[config.mk]
export PLATFORM = sky130hd
export DESIGN_NAME = dmem_arbiter_flat
export DESIGN_NICKNAME = d
export VERILOG_FILES = /design/src/rtl/dmem_arbiter_if.sv /design/src/rtl/dmem_arbiter.sv /design/src/flat_wrapper.sv
export SDC_FILE = /design/constraint.sdc
export NUM_CORES = 1
export LEC_CHECK = 0
export CAP_MARGIN = 10
export CELL_PAD_IN_SITES_DETAIL_PLACEMENT = 1
export CELL_PAD_IN_SITES_GLOBAL_PLACEMENT = 1
export CORE_UTILIZATION = 15
export DETAILED_ROUTE_END_ITERATION = 8
export GPL_ROUTABILITY_DRIVEN = 1
export PLACE_DENSITY = 0.8
export SETUP_SLACK_MARGIN = 0.1
export SLEW_MARGIN = 20
export SYNTH_ARGS = -nofsm -noshare
export SYNTH_HDL_FRONTEND = slang
export SYNTH_SLANG_ARGS = --single-unit
export TNS_END_PERCENT = 5
[constraint.sdc]
create_clock -name clk -period 2.4 [get_ports clk]
set_clock_uncertainty 0.05 [all_clocks]
set_input_delay 0.24 -clock clk [delete_from_list [all_inputs] [get_ports clk]]
set_output_delay 0.24 -clock clk [all_outputs]
set_load 0.03 [all_outputs]
[src/rtl/dmem_arbiter_if.sv]
// dmem_arbiter_if: bundle of the three buses around the data-memory arbiter.
//   cpu_*  : processor load/store port (req/we/addr/wdata in, rdata/stall out)
//   ext_*  : external master port (req/lock/we/addr/wdata in, gnt/rdata out)
//   mem_*  : single-port dmem (we/addr/wdata out, rdata in, combinational read)
// slave  = arbiter side, master = the surrounding requesters and memory.
interface dmem_arbiter_if #(
  parameter int AW = 32,
  parameter int DW = 32
);
  logic          cpu_req;
  logic          cpu_we;
  logic [AW-1:0] cpu_addr;
  logic [DW-1:0] cpu_wdata;
  logic [DW-1:0] cpu_rdata;
  logic          cpu_stall;

  logic          ext_req;
  logic          ext_lock;
  logic          ext_we;
  logic [AW-1:0] ext_addr;
  logic [DW-1:0] ext_wdata;
  logic          ext_gnt;
  logic [DW-1:0] ext_rdata;

  logic          mem_we;
  logic [AW-1:0] mem_addr;
  logic [DW-1:0] mem_wdata;
  logic [DW-1:0] mem_rdata;

  modport slave (
    input  cpu_req, cpu_we, cpu_addr, cpu_wdata,
    output cpu_rdata, cpu_stall,
    input  ext_req, ext_lock, ext_we, ext_addr, ext_wdata,
    output ext_gnt, ext_rdata,
    output mem_we, mem_addr, mem_wdata,
    input  mem_rdata
  );

  modport master (
    output cpu_req, cpu_we, cpu_addr, cpu_wdata,
    input  cpu_rdata, cpu_stall,
    output ext_req, ext_lock, ext_we, ext_addr, ext_wdata,
    input  ext_gnt, ext_rdata,
    input  mem_we, mem_addr, mem_wdata,
    output mem_rdata
  );
endinterface

[src/rtl/dmem_arbiter.sv]
// dmem_arbiter: shares the single-port dmem between the CPU load/store port
// and an external (DMA / loader) port. One winner per cycle, zero-latency.
//   clk, rst  : clock, synchronous active-high reset
//   bus       : dmem_arbiter_if.slave (cpu_*, ext_*, mem_* signals)
//   stall_cnt : saturating count of cycles with cpu_stall high
// Arbitration alternates on contested cycles; an external lock keeps the
// memory for up to MAX_BURST beats while the CPU waits, then the CPU is
// forced in for one cycle.
module dmem_arbiter #(
  parameter int AW        = 32,
  parameter int DW        = 32,
  parameter int MAX_BURST = 4,
  parameter int SCW       = 16
) (
  input  logic           clk,
  input  logic           rst,
  dmem_arbiter_if.slave  bus,
  output logic [SCW-1:0] stall_cnt
);
  localparam int CW = $clog2(MAX_BURST + 1);
  localparam logic [CW-1:0] CNT_MAX = CW'(MAX_BURST);

  typedef enum logic { ARB, LOCKED } mode_t;
  typedef enum logic { W_CPU, W_EXT } who_t;

  mode_t         mode_q, mode_d;
  who_t          lw_q, lw_d;
  logic [CW-1:0] cnt_q, cnt_d;

  logic contested, lock_cont, forced;
  logic gnt_cpu, gnt_ext, stall;

  always_ff @(posedge clk) begin
    if (rst) begin
      mode_q <= ARB;
      lw_q   <= W_EXT;   // CPU takes the first contested cycle
      cnt_q  <= '0;
    end else begin
      mode_q <= mode_d;
      lw_q   <= lw_d;
      cnt_q  <= cnt_d;
    end
  end

  always_comb begin
    gnt_cpu = 1'b0;
    gnt_ext = 1'b0;
    mode_d  = ARB;
    cnt_d   = '0;
    lw_d    = lw_q;

    contested = bus.cpu_req & bus.ext_req;
    lock_cont = (mode_q == LOCKED) & bus.ext_req & bus.ext_lock;
    // burst exhausted while the CPU waits: CPU gets this cycle
    forced    = lock_cont & (cnt_q == CNT_MAX) & bus.cpu_req;

    if (!rst) begin
      if (lock_cont) begin
        gnt_cpu = forced;
        gnt_ext = ~forced;
      end else if (contested) begin
        gnt_cpu = (lw_q == W_EXT);
        gnt_ext = (lw_q == W_CPU);
      end else begin
        gnt_cpu = bus.cpu_req;
        gnt_ext = bus.ext_req;
      end
    end

    if (forced) begin
      lw_d = W_CPU;
    end else if (gnt_ext & bus.ext_lock) begin
      mode_d = LOCKED;
      if (lock_cont)
        cnt_d = (cnt_q == CNT_MAX) ? cnt_q : cnt_q + CW'(1);
      else
        cnt_d = CW'(1);
    end

    if (contested & (gnt_cpu | gnt_ext))
      lw_d = gnt_cpu ? W_CPU : W_EXT;
  end

  assign stall = bus.cpu_req & ~gnt_cpu & ~rst;

  // only the winner reaches the memory; idle bus is all zero
  always_comb begin
    bus.mem_we    = 1'b0;
    bus.mem_addr  = '0;
    bus.mem_wdata = '0;
    if (gnt_cpu) begin
      bus.mem_we    = bus.cpu_we;
      bus.mem_addr  = bus.cpu_addr;
      bus.mem_wdata = bus.cpu_wdata;
    end else if (gnt_ext) begin
      bus.mem_we    = bus.ext_we;
      bus.mem_addr  = bus.ext_addr;
      bus.mem_wdata = bus.ext_wdata;
    end
  end

  assign bus.cpu_stall = stall;
  assign bus.ext_gnt   = bus.ext_req & gnt_ext;
  assign bus.cpu_rdata = bus.mem_rdata;
  assign bus.ext_rdata = bus.mem_rdata;

  always_ff @(posedge clk) begin
    if (rst)
      stall_cnt <= '0;
    else if (stall && (stall_cnt != '1))
      stall_cnt <= stall_cnt + SCW'(1);
  end
endmodule
[src/flat_wrapper.sv]
// flat-port wrapper written by rule: the top's interface ports become plain ports
module dmem_arbiter_flat 
#(
  parameter int AW        = 32,
  parameter int DW        = 32,
  parameter int MAX_BURST = 4,
  parameter int SCW       = 16
)
  (clk, rst, stall_cnt, bus_cpu_req, bus_cpu_we, bus_cpu_addr, bus_cpu_wdata, bus_cpu_rdata, bus_cpu_stall, bus_ext_req, bus_ext_lock, bus_ext_we, bus_ext_addr, bus_ext_wdata, bus_ext_gnt, bus_ext_rdata, bus_mem_we, bus_mem_addr, bus_mem_wdata, bus_mem_rdata);
  dmem_arbiter_if #(.AW(AW), .DW(DW)) bus_i ();
  input  logic clk;
  input  logic rst;
  output logic [SCW-1:0] stall_cnt;
  input wire logic [$bits(bus_i.cpu_req)-1:0] bus_cpu_req;
  input wire logic [$bits(bus_i.cpu_we)-1:0] bus_cpu_we;
  input wire logic [$bits(bus_i.cpu_addr)-1:0] bus_cpu_addr;
  input wire logic [$bits(bus_i.cpu_wdata)-1:0] bus_cpu_wdata;
  output wire logic [$bits(bus_i.cpu_rdata)-1:0] bus_cpu_rdata;
  output wire logic [$bits(bus_i.cpu_stall)-1:0] bus_cpu_stall;
  input wire logic [$bits(bus_i.ext_req)-1:0] bus_ext_req;
  input wire logic [$bits(bus_i.ext_lock)-1:0] bus_ext_lock;
  input wire logic [$bits(bus_i.ext_we)-1:0] bus_ext_we;
  input wire logic [$bits(bus_i.ext_addr)-1:0] bus_ext_addr;
  input wire logic [$bits(bus_i.ext_wdata)-1:0] bus_ext_wdata;
  output wire logic [$bits(bus_i.ext_gnt)-1:0] bus_ext_gnt;
  output wire logic [$bits(bus_i.ext_rdata)-1:0] bus_ext_rdata;
  output wire logic [$bits(bus_i.mem_we)-1:0] bus_mem_we;
  output wire logic [$bits(bus_i.mem_addr)-1:0] bus_mem_addr;
  output wire logic [$bits(bus_i.mem_wdata)-1:0] bus_mem_wdata;
  input wire logic [$bits(bus_i.mem_rdata)-1:0] bus_mem_rdata;
  assign bus_i.cpu_req = bus_cpu_req;
  assign bus_i.cpu_we = bus_cpu_we;
  assign bus_i.cpu_addr = bus_cpu_addr;
  assign bus_i.cpu_wdata = bus_cpu_wdata;
  assign bus_cpu_rdata = bus_i.cpu_rdata;
  assign bus_cpu_stall = bus_i.cpu_stall;
  assign bus_i.ext_req = bus_ext_req;
  assign bus_i.ext_lock = bus_ext_lock;
  assign bus_i.ext_we = bus_ext_we;
  assign bus_i.ext_addr = bus_ext_addr;
  assign bus_i.ext_wdata = bus_ext_wdata;
  assign bus_ext_gnt = bus_i.ext_gnt;
  assign bus_ext_rdata = bus_i.ext_rdata;
  assign bus_mem_we = bus_i.mem_we;
  assign bus_mem_addr = bus_i.mem_addr;
  assign bus_mem_wdata = bus_i.mem_wdata;
  assign bus_i.mem_rdata = bus_mem_rdata;
  dmem_arbiter #(.AW(AW), .DW(DW), .MAX_BURST(MAX_BURST), .SCW(SCW)) u_core (.clk(clk), .rst(rst), .bus(bus_i), .stall_cnt(stall_cnt));
endmodule
==> run metrics <==
Warnings, synthesis 0; Max Cap Violations 0; Sw Pwr about 0.53 mW; leading cell type in the layout, fill and taps excluded clkdlybuf4s50_1; Worst Slack Setup Final -0.04283 ns; largest family of logic cells by synthesized area compound AO/OA/AOI/OAI gates; # nets final between 600 and 700; Req. time, crit path between 2 and 2.5 ns; final hold slack 0.4010 ns; Seq/Total Area, Yosys 18.15%; clock buffer count from CTS 3; Slew headroom just over 70%; Seq pwr share 22.2%; PwrDens 321.1 nW/um^2; Main synth FF type dfxtp_1; Final Critical Period between 2 and 2.5 ns; Fillers about 1.7k; syn_nets ~450; RSZ-0062 raised after global routing yes; critical path startpoint category register; Worst EP arrival ~2.2 ns; CP Max Fanout 9; outcome finished with violations; I/O pins approximately 310; total number of H-tree levels 1; total grt overflow 0; DR iter-0 viols approximately 140; Mean Syn Cell Area 8.184 sq um; Comb power frac ~55%; vias in the first global route roughly 3.2k; Clock power frac between 20% and 30%; initial core utilization 15.29%; largest cells by area after synthesis a22o_1 25%, buf_4 21%, dfxtp_1 18%; switching part of the total between 30% and 40%; simple-gate share of the synthesized area about 16%; Hold Vio Cnt, Final 0; DRT Pass-1 Iters 4; root buffer selected by CTS clkbuf_16; mux cell area share after synthesis around 3.3%; initial antenna violation count 1; DRC violations left 0; # setup viols final 42; total global-route track usage between 10% and 20%; fin crit share 101.8%; drt via density approximately 4.6; commonest non-fill, non-tap cells in the layout 149 x clkdlybuf4s50_1, 58 x buf_6, 52 x a22o_1; Die ar. between 15000 and 20000 sq um; CTS tree yes; violated checks negative setup slack; worst-margin pin slew 0.4123 ns; finished layout cell area slightly below 5000 sq um; Peak VDD IR about 0.25 mV; wire per inst around 22 um; first-pass GRT wire length about 19000 um; core outline area ~15000 sq um; CTS Buffer Depth 2; complex-gate fraction of the synthesized area between 30% and 40%; Yosys top cell area share 24.58%; asr flop ratio synth 0%; num rows 45; RD Place Congestion between 0.7 and 0.8; Placed Area about 4200 sq um; Yosys reg bits 21; Clock transition at path regs 0.06 ns; internal power 1.065 mW; post-synth design cell area 2316 sq um; Seq. cell area 422.9 sq um; element type at the critical path end output port; drt total wl ~14000 um; latest clock arrival within the worst-skew pair approximately 0.26 ns; cts hold-fix bufs 0; clock sinks 21; largest net degree at the start of global routing 66; cell taking the most area after synthesis a22o_1; Post-Synth Adder-Cell Area 1.621%; share of cells above drive strength 1 28.44%; multi-input logic area roughly 1500 sq um; P_leak between 1.5 and 2 nW; Post-Synth XOR/XNOR Area less than 1%; Crit Path Class reg -> out; vias between 2k and 3k; EDFF count, synth 0; area delta synth->final 114.7%; DIE HEIGHT 126.3 um; Post-DRT Antenna Nets 0; Post-Synthesis Cells about 280; IO Port Bufs 217; Max Clk Rate between 400 and 500 MHz; Final HPWL DP 9709 um; Synth cell types between 40 and 50; Die W about 130 um; fin. max-slew vios 0; worst hold path class in -> reg
## power by group through the flow
stage | sequential, mW | combinational, mW | clock (mW)
3_3_place_gp | 0.362 | 0.707 | 0
5_1_grt | 0.354 | 0.902 | 0.388
6_report | 0.354 | 0.874 | 0.368
2_1_floorplan | 0.362 | 0.489 | 0
3_5_place_dp | 0.362 | 0.717 | 0
4_1_cts | 0.354 | 0.844 | 0.377
## kinds of logic (layout without fill, tap and decap cells)
family	count (synthesis)	count (layout)
adder cells (fa/ha/maj)	3	3
AND/OR/NAND/NOR	64	64
multiplexers	7	7
flip-flops	21	21
other	0	1
AO/OA/AOI/OAI	96	96
XOR/XNOR	2	2
buffers and inverters	90	257
## stage by stage
stage	setup slack, ns	utilization, %	power (mW)	instances	TNS [ns]
6_report	-0.04283	32.83	1.596	639	-0.9851
5_1_grt	-0.1085	32.81	1.644	638	-3.918
4_1_cts	-0.005706	32.09	1.574	633	-0.02093
3_5_place_dp	-0.1252	27.81	1.079	614	-1.792
3_3_place_gp	-0.01736	27.81	1.068	614	-0.01736
2_1_floorplan	0.2269	-	0.8509	283	0
## sequential cells by signal, indices dropped and copies added, names as in the netlist
register	count
u_core.cnt_q	3
u_core.mode_q	1
u_core.lw_q	1
u_core.stall_cnt	16
## metal layers
metal / routed length, um / up-vias / global-route usage (%) / share of wire [%]
met2: 6975 / 155 / 27.43 / 50
met5: 13 / - / 0 / 0.094
met1: 5561 / 1396 / 19.31 / 40
met3: 1087 / 35 / 3.781 / 7.8
li1: - / 1352 / - / -
met4: 223 / 2 / 5.245 / 1.6
## Yosys cell counts (all sizes together) (6+ instances only)
cell,count
buf,76
a22o,65
dfxtp,21
a21oi,14
nand2,11
nand3,9
clkbuf,8
nor2,7
nor4,7
inv,6
or4,6
## what timing repair did
item | in CTS | in global routing
buffers inserted | 10 | 3
pin swaps | 43 | 32
setup endpoints to repair | 67 | 67
cloned | 5 | 2
resized for setup | 83 | 5
## path summary, 6_finish.rpt
path	from	to	slack, ns	cells after the start
max	u_core.cnt_q[0]$_SDFFE_PP0P_	bus_mem_wdata[2]	-0.04	10
min	bus_ext_lock	u_core.cnt_q[0]$_SDFFE_PP0P_	0.40	2
max reg2reg	u_core.stall_cnt[0]$_SDFFE_PP0P_	u_core.stall_cnt[8]$_SDFFE_PP0P_	0.32	5
min reg2reg	u_core.stall_cnt[1]$_SDFFE_PP0P_	u_core.stall_cnt[1]$_SDFFE_PP0P_	0.48	2
## final cells by class
cell class / instances / share of cell area, %
Clock inverter: 1 / 0.1510
Multi-Input combinational cell: 172 / 29.16
Sequential cell: 21 / 8.505
Clock buffer: 3 / 1.510
Antenna cell: 1 / 0.05033
Inverter: 6 / 0.4529
Timing Repair Buffer: 247 / 55.44
Tap cell: 188 / 4.731
## critical path: stages, from the launching register on
cell	delay, ns
dfxtp_2	0.34
inv_2	0.05
ha_4	0.16
and2_4	0.16
mux2_4	0.29
a21oi_4	0.20
buf_12	0.14
buf_6	0.12
buf_16	0.13
a22o_1	0.16
buf_6	0.15
No activity file was read; power rests on OpenSTA's default activity.
